$ cat config.mk
export PLATFORM = sky130hd
export DESIGN_NAME = mem_unit
export DESIGN_NICKNAME = d
export VERILOG_FILES = /design/src/rtl/mem_pkg.sv /design/src/rtl/mem_lane_align.sv /design/src/rtl/mem_unit.sv
export SDC_FILE = /design/constraint.sdc
export NUM_CORES = 2
export LEC_CHECK = 0
export ABC_CLOCK_PERIOD_IN_PS = 3400
export CORE_MARGIN = 1.5
export CORE_UTILIZATION = 60
export DETAILED_ROUTE_END_ITERATION = 7
export PLACE_DENSITY_LB_ADDON = 0.2
export SETUP_SLACK_MARGIN = 0.4
export SLEW_MARGIN = 5
export SYNTH_ARGS = -nofsm -noshare
export SYNTH_HDL_FRONTEND = slang
export SYNTH_HIERARCHICAL = 1
export SYNTH_SLANG_ARGS = --single-unit
$ cat constraint.sdc
create_clock -name clk -period 3.4 [get_ports clk]
set_input_delay 0.68 -clock clk [delete_from_list [all_inputs] [get_ports clk]]
set_output_delay 0.68 -clock clk [all_outputs]
set_load 0.02 [all_outputs]
$ cat src/rtl/mem_pkg.sv
// Shared definitions for the byte-addressable memory unit: access-size codes,
// FSM state encoding and the byte-lane enable helper.
package mem_pkg;

    localparam logic [1:0] SZ_WORD = 2'b00;
    localparam logic [1:0] SZ_HALF = 2'b01;
    localparam logic [1:0] SZ_BYTE = 2'b10;   // 2'b11 also decodes as byte

    localparam int LANES  = 4;
    localparam int LANE_W = 8;

    typedef enum logic [1:0] {
        ST_IDLE,
        ST_ACCESS,
        ST_RESP
    } state_t;

    // Byte enables of a little-endian access; halfwords ignore offset bit 0.
    function automatic logic [3:0] lane_mask(input logic [1:0] size, input logic [1:0] off);
        logic [3:0] m;
        if ((size & SZ_BYTE) == SZ_BYTE) begin
            m = 4'b0001 << off;
        end else if (size == SZ_HALF) begin
            m = off[1] ? 4'b1100 : 4'b0011;
        end else begin
            m = 4'b1111;
        end
        return m;
    endfunction

endpackage

$ cat src/rtl/mem_lane_align.sv
// Combinational lane logic: extracts and sign/zero-extends load data from a
// memory word, and merges right-justified store data into the word read back.
module mem_lane_align
    import mem_pkg::*;
(
    input  logic [31:0] i_rd_word,
    input  logic [1:0]  i_size,
    input  logic [1:0]  i_offset,
    input  logic        i_unsigned,
    input  logic [31:0] i_wdata,
    output logic [31:0] o_ld_data,
    output logic [31:0] o_wr_word
);

    logic        w_is_byte;
    logic [1:0]  w_lane;
    logic [31:0] w_shifted;
    logic [31:0] w_wr_rep;
    logic [3:0]  w_mask;

    assign w_is_byte = ((i_size & SZ_BYTE) == SZ_BYTE);

    always_comb begin
        w_lane   = 2'b00;
        w_wr_rep = i_wdata;
        if (w_is_byte) begin
            w_lane   = i_offset;
            w_wr_rep = {LANES{i_wdata[7:0]}};
        end else if (i_size == SZ_HALF) begin
            w_lane   = {i_offset[1], 1'b0};
            w_wr_rep = {2{i_wdata[15:0]}};
        end
    end

    assign w_shifted = i_rd_word >> {w_lane, 3'b000};

    always_comb begin
        o_ld_data = w_shifted;
        if (w_is_byte) begin
            o_ld_data = {{24{w_shifted[7] & ~i_unsigned}}, w_shifted[7:0]};
        end else if (i_size == SZ_HALF) begin
            o_ld_data = {{16{w_shifted[15] & ~i_unsigned}}, w_shifted[15:0]};
        end
    end

    assign w_mask = lane_mask(i_size, i_offset);

    // Store data is replicated across lanes so each lane only needs a 2:1 mux.
    generate
        for (genvar gi = 0; gi < LANES; gi++) begin : g_lane
            assign o_wr_word[gi*LANE_W +: LANE_W] = w_mask[gi] ? w_wr_rep[gi*LANE_W +: LANE_W]
                                                               : i_rd_word[gi*LANE_W +: LANE_W];
        end
    endgenerate

endmodule

$ cat src/rtl/mem_unit.sv
// Single-port 32-bit word memory with byte/half/word loads and stores, three-cycle
// request/response handshake. Define MEM_MISALIGN_TRAP_EN to reject misaligned accesses.
module mem_unit
    import mem_pkg::*;
#(
    parameter int ADDR_W = 8,
    parameter int DEPTH  = 64
) (
    input  logic              clk,
    input  logic              rst_n,
    input  logic              req_valid,
    output logic              req_ready,
    input  logic              req_we,
    input  logic [1:0]        req_size,
    input  logic              req_unsigned,
    input  logic [ADDR_W-1:0] req_addr,
    input  logic [31:0]       req_wdata,
    output logic              rsp_valid,
    output logic [31:0]       rsp_rdata,
    output logic              rsp_err
);

    localparam int IDX_W  = ADDR_W - 2;
    localparam int MEM_AW = (DEPTH > 1) ? $clog2(DEPTH) : 1;

    state_t r_state;
    state_t w_state_next;

    logic              w_ready;
    logic              w_accept;
    logic [IDX_W-1:0]  w_idx;
    logic              w_range_err;
    logic              w_misalign;
    logic              w_err;
    logic              w_write;
    logic [31:0]       w_ld_data;
    logic [31:0]       w_wr_word;

    logic              r_we;
    logic [1:0]        r_size;
    logic              r_unsigned;
    logic [1:0]        r_offset;
    logic [MEM_AW-1:0] r_idx;
    logic [31:0]       r_wdata;
    logic              r_err;

    logic [31:0]       r_mem [DEPTH];
    logic [31:0]       r_rd_word;

    logic              r_rsp_valid;
    logic              r_rsp_err;
    logic [31:0]       r_rsp_rdata;

    assign w_idx       = req_addr[ADDR_W-1:2];
    assign w_range_err = (32'(w_idx) >= 32'(DEPTH));

`ifdef MEM_MISALIGN_TRAP_EN
    assign w_misalign = ((req_size == SZ_HALF) && req_addr[0]) ||
                        ((req_size == SZ_WORD) && (req_addr[1:0] != 2'b00));
`else
    assign w_misalign = 1'b0;
`endif

    assign w_err    = w_range_err || w_misalign;
    assign w_accept = req_valid && w_ready;

    always_ff @(posedge clk or negedge rst_n) begin
        if (!rst_n) begin
            r_state <= ST_IDLE;
        end else begin
            r_state <= w_state_next;
        end
    end

    always_comb begin
        w_state_next = r_state;
        w_ready      = 1'b0;
        case (r_state)
            ST_IDLE: begin
                w_ready = rst_n;
                if (req_valid && rst_n) begin
                    w_state_next = ST_ACCESS;
                end
            end
            ST_ACCESS: w_state_next = ST_RESP;
            ST_RESP:   w_state_next = ST_IDLE;
            default:   w_state_next = ST_IDLE;
        endcase
    end

    assign req_ready = w_ready;

    always_ff @(posedge clk) begin
        if (w_accept) begin
            r_we       <= req_we;
            r_size     <= req_size;
            r_unsigned <= req_unsigned;
            r_offset   <= req_addr[1:0];
            r_idx      <= w_idx[MEM_AW-1:0];
            r_wdata    <= req_wdata;
            r_err      <= w_err;
        end
    end

    // An async reset drops the FSM out of ACCESS, which cancels a pending write.
    assign w_write = (r_state == ST_ACCESS) && r_we && !r_err;

    always_ff @(posedge clk) begin
        if (w_accept && !w_range_err) begin
            r_rd_word <= r_mem[w_idx[MEM_AW-1:0]];
        end
        if (w_write) begin
            r_mem[r_idx] <= w_wr_word;
        end
    end

    mem_lane_align u_lane_align (
        .i_rd_word  (r_rd_word),
        .i_size     (r_size),
        .i_offset   (r_offset),
        .i_unsigned (r_unsigned),
        .i_wdata    (r_wdata),
        .o_ld_data  (w_ld_data),
        .o_wr_word  (w_wr_word)
    );

    always_ff @(posedge clk or negedge rst_n) begin
        if (!rst_n) begin
            r_rsp_valid <= 1'b0;
            r_rsp_err   <= 1'b0;
            r_rsp_rdata <= 32'h0;
        end else begin
            r_rsp_valid <= (r_state == ST_ACCESS);
            if (r_state == ST_ACCESS) begin
                r_rsp_err   <= r_err;
                r_rsp_rdata <= (r_we || r_err) ? 32'h0 : w_ld_data;
            end
        end
    end

    assign rsp_valid = r_rsp_valid;
    assign rsp_err   = r_rsp_err;
    assign rsp_rdata = r_rsp_rdata;

endmodule

### Word level (Yosys, flattened, before mapping)

Memory sizes are Yosys's and may differ from the RTL's. A register that Yosys moved wholly into a read port is not among the register bits.
Index checks and enable logic that the tools add are counted.

* bits in writable memories: 2048
* memories: 1
* output and inout port bits: 35
* register bits: 79

Memory list
* r_mem: depth 64, bits a word 32, rd ports 1, clocked after memory_dff 1, write ports 1, RTL line mem_unit.sv:47 `logic [31:0] r_mem [DEPTH];`

* muxes and demuxes: 19
* reduce and logical (&&, ||, !) cells: 4
* equality and inequality tests: 3
* shift-type cells: 2
* bitwise logic cells: 3

Operators with widths (number)
* 32-bit 2-to-1 mux: 5
* 8-bit 2-to-1 mux: 4
* 32-bit by 5-bit right shift with 32-bit output: 1
* 4-bit 2-to-1 mux: 3
* 2-bit 2-to-1 mux: 3
* 2-bit by 1-bit == test with 1-bit output, second input constant: 2
* 2-bit case mux with 2 select lines: 1
* 1-bit by 2-bit << shifter with 4-bit output, first input constant: 1
* 1-bit logical AND: 3
* 1-bit 2-to-1 mux: 3
* 1-bit AND: 2
* 2-bit zero test: 1
* 2-bit inequality test, second input constant: 1
* 1-bit NOT: 1

### Logic depth before layout (Yosys ltp)

* depth in word-level cells: 8
* depth in mapped cells: 10
* mapped depth without buffers: 5

### Hierarchy

The synthesis kept the hierarchy.

Modules (own cells, without submodules)
* mem_unit: cells an instance 3539, times used 1, area an instance 81702.1 um2
* mem_lane_align: cells an instance 186, times used 1, area an instance 1467.7 um2

### Least setup slack after synthesis

No wires, ideal clock.

* path type: in2reg
* from: input rst_n
* to: register r_idx[0] (enable)
* stages: 2
* setup time: 442 ps
* slack: -213 ps
* arrival time: 3171 ps
* required time: 2958 ps
* cell sequence: nor3b_1 and2_1

* word-level cells in the longest chain between the ends: 2

Ends and longest elaborated chain
* start, declared: RTL line mem_unit.sv:10 `input logic rst_n,`
* 1-bit 2-to-1 mux: RTL line mem_unit.sv:78 `case (r_state)`
* 1-bit logical AND: RTL line mem_unit.sv:65 `assign w_accept = req_valid && w_ready;`
* net w_accept: RTL line mem_unit.sv:30 `logic w_accept;`
* end signal, assigned: RTL line mem_unit.sv:99 `r_idx <= w_idx[MEM_AW-1:0];`
* end, declared: RTL line mem_unit.sv:43 `logic [MEM_AW-1:0] r_idx;`

The timed path passes the listed nets, and every way through them passes these cells.
A chain may end at the register's enable or synchronous reset.

==> reports/qor.yml <==
drt:
  first_pass_iters: 5
  drcViolationCount: 0
  antenna_left: 0
  drt_iter0_drc: 6008
  wl_per_cell_um: 35.5
  drt-total-wl_um: 217000
  detail_route.vias_per_cell: 6.81
  vias: 41500
setup_path:
  worstPathRequired_ns: 3.95
  reg2reg_slack_ns: 0.48
  worst_ep_arrival_time_ns: 3.55
  critPathSlowestCell: "o22ai_1"
  end_kind: "flip-flop"
  cp_cell_sequence: "buf_8 -> buf_12 -> buf_12 -> mux4_2 -> mux4_2 -> o22ai_1 -> nor2_1"
  critPathMaxFanout: 39
  reg2reg_to: "r_mem[22][15]"
  critPathLaunchType: "primary input"
  cpPeakStageDelay_ns: 0.72
  r2r-start: "r_size[1]"
  path_delay_family: "multiplexers"
  r2r_cells: 4
  path_class: "primary input to flip-flop"
  worst-path-buf-inv: 3
layout:
  design_area_um2: 95700
  nFillCells: 8164
  syn_to_final_growth_pct: 15.1
  drive_gt1_share_pct: 30.1
  fin_cells: 6099
  fin_nets: 4166
place:
  portBuffers: 80
  dp_hpwl_um: 125000
  dp_cells: 5705
  place.gp.congestion: 0.877
  place_area_um2: 88900
floorplanning:
  die-height_um: 375
  io_pins: 82
  die_x_um: 375
  die_area_um2: 141000
  std_cell_rows: 136
  start_util_pct: 60.5
  coreArea_um2: 137000
timing:
  hold_viol: 0
  skew_ns: 0.0428
  period_needed_ns: 3.00
  fmax_ghz: 0.333
  setup_tns_ns: 0
  rsz0062_at_grt: "false"
  tightest_slew_ns: 1.12
  min_period_over_period_pct: 88.4
  slew_violations: 0
  whs_ns: 0.406
  setup_viol: 0
  slew_headroom_pct: 25.6
power_and_ir_drop:
  irDropWorstVdd_mv: 0.706
  powerDensity_nw_per_um2: 586
  power.leakage_nw: 30.6
global_route:
  first_global_vias: 41400
  antenna_found_initial: 11
  gr-usage-all-layers_pct: 31.2
  grt_start_max_net_pins: 66
  grt_remaining_overflow: 0
  grt_pass1_wl_um: 305000
clocking:
  cts_setup_buffers: 0
  clk_path_buf_depth: 3
  clockRootBuffer: "clkbuf_16"
  cts_made_buffers: 205
  insertion_delay_ns: 0.84
  cts_tree: "done"
  htree_levels: 4
  cts.sink_count: 2159
  path_clk_slew_ns: 0.06
run:
  max-cap-violations: 0
logic_synthesis:
  synth.avg_cell_area_um2: 22.3
  synth_nets: 3772
  synth_seq_area_share_pct: 77.7
  netlist_instances: 3725
  yosys_warnings: 6
  ys_types: 47
  ys_seq_elements: 2159
  synth_area_um2: 83200
min_path:
  hold_path.class: "primary input to flip-flop"
  hold_start: "req_wdata[13]"
  hold_end: "r_wdata[13]"
  hold_depth: 1
status:
  status: "completed"
==> power breakdown <==
group	internal, W	switching (W)
combinational	0.00129	0.00226
sequential	0.0297	0.000138
clock	0.0129	0.00985
total	0.0439	0.0123
==> worst max path at each step <==
stage,from,end,slack (ns),cells after the start
final,req_addr[2],r_rd_word[8],0.40,7
after global routing,req_addr[2],r_rd_word[14],0.42,7
after CTS,rst_n,req_ready,0.43,4
after detailed placement,req_addr[2],r_rd_word[8],-0.38,7
after global placement,req_addr[2],r_rd_word[8],-0.40,7
after floorplan,r_state[1],r_mem[54][0],0.43,5
==> per-stage QoR <==
stage               worst slack [ns]  total power (W)  util, %
floorplan                      0.432           0.0322        -
global placement              -0.400           0.0338     64.7
detailed placement            -0.375           0.0339     64.7
CTS                            0.432           0.0563     69.6
global route                   0.421           0.0574     69.6
finish                         0.395           0.0561     69.6
==> layout make-up <==
| class | count | area, um^2 | share of cell area [%] |
|---|---|---|---|
| Clock inverter | 143 | 1400 | 1.46 |
| Tap cell | 1794 | 2240 | 2.34 |
| Clock buffer | 246 | 5370 | 5.61 |
| Antenna cell | 4 | 10.0 | 0.0105 |
| Inverter | 12 | 45.0 | 0.0470 |
| Timing Repair Buffer | 401 | 4160 | 4.35 |
| Sequential cell | 2159 | 64700 | 67.5 |
| Multi-Input combinational cell | 1340 | 17900 | 18.7 |
==> synth_stat cells, drive strengths merged <==
library cell / number / area, um^2
dfrtp: 35 / 876
a41o: 5 / 50.1
a211o: 1 / 8.76
nand4b: 1 / 8.76
nand2: 90 / 338
and3: 6 / 37.5
inv: 12 / 45.0
clkbuf: 98 / 368
a31oi: 1 / 6.26
a32oi: 2 / 17.5
nand3: 5 / 25.0
buf: 116 / 748
nand4: 2 / 12.5
o211ai: 16 / 175
nor3: 8 / 40.0
a22oi: 15 / 113
mux4: 536 / 12100
and2: 4 / 25.0
edfxtp: 2124 / 63800
a21oi: 63 / 327
o22ai: 89 / 557
nand3b: 5 / 37.5
o21ai: 49 / 249
or3: 4 / 25.0
mux2: 41 / 462
conb: 1 / 3.75
or3b: 6 / 52.6
o221ai: 24 / 210
a22o: 1 / 8.76
a211oi: 1 / 7.51
nor2b: 16 / 100
nor3b: 1 / 7.51
nand2b: 40 / 250
mux2i: 141 / 1410
nor4bb: 1 / 10.0
nor2: 147 / 554
a311oi: 10 / 87.6
or2: 3 / 18.8
o32ai: 5 / 43.8
==> placed cells by master (no fill, tap or decap), types with 75 or more instances in the layout <==
| cell | instances |
|---|---|
| clkdlybuf4s50_1 | 75 |
| clkbuf_16 | 207 |
| nand2_1 | 90 |
| mux2i_1 | 141 |
| edfxtp_1 | 2124 |
| o22ai_1 | 89 |
| buf_4 | 245 |
| buf_12 | 75 |
| mux4_2 | 536 |
| nor2_1 | 80 |
==> sequential cells by signal, indices dropped and copies added, names as in the netlist <==
| name | cells |
|---|---|
| r_mem | 2048 |
| r_rd_word | 32 |
| r_wdata | 32 |
| rsp_rdata | 32 |
| r_idx | 6 |
| r_offset | 2 |
| r_size | 2 |
| r_state | 2 |
| r_unsigned | 1 |
| r_we | 1 |
| rsp_valid | 1 |
==> cells by family after synthesis <==
family / synth area share, %
other cells: 0.00451
compound gates: 2.24
simple gates: 1.85
mux: 16.8
buf+inv: 1.40
flops: 77.7
==> routing by layer <==
metal,vias to the layer above,global-route usage [%],share of wire [%]
li1,16500,-,-
met1,21800,43.0,36
met2,2721,49.9,49
met3,432,6.55,11
met4,2,12.4,4.2
met5,-,0,0.0069
==> what timing repair did <==
| item | CTS | global route |
|---|---|---|
| resized for setup | 0 | 2 |
| hold endpoints to repair | 35 | 0 |
| endpoints found under the setup margin | 0 | 2 |
| hold buffers | 1 | 0 |
Power figures use the tool's default switching activity.
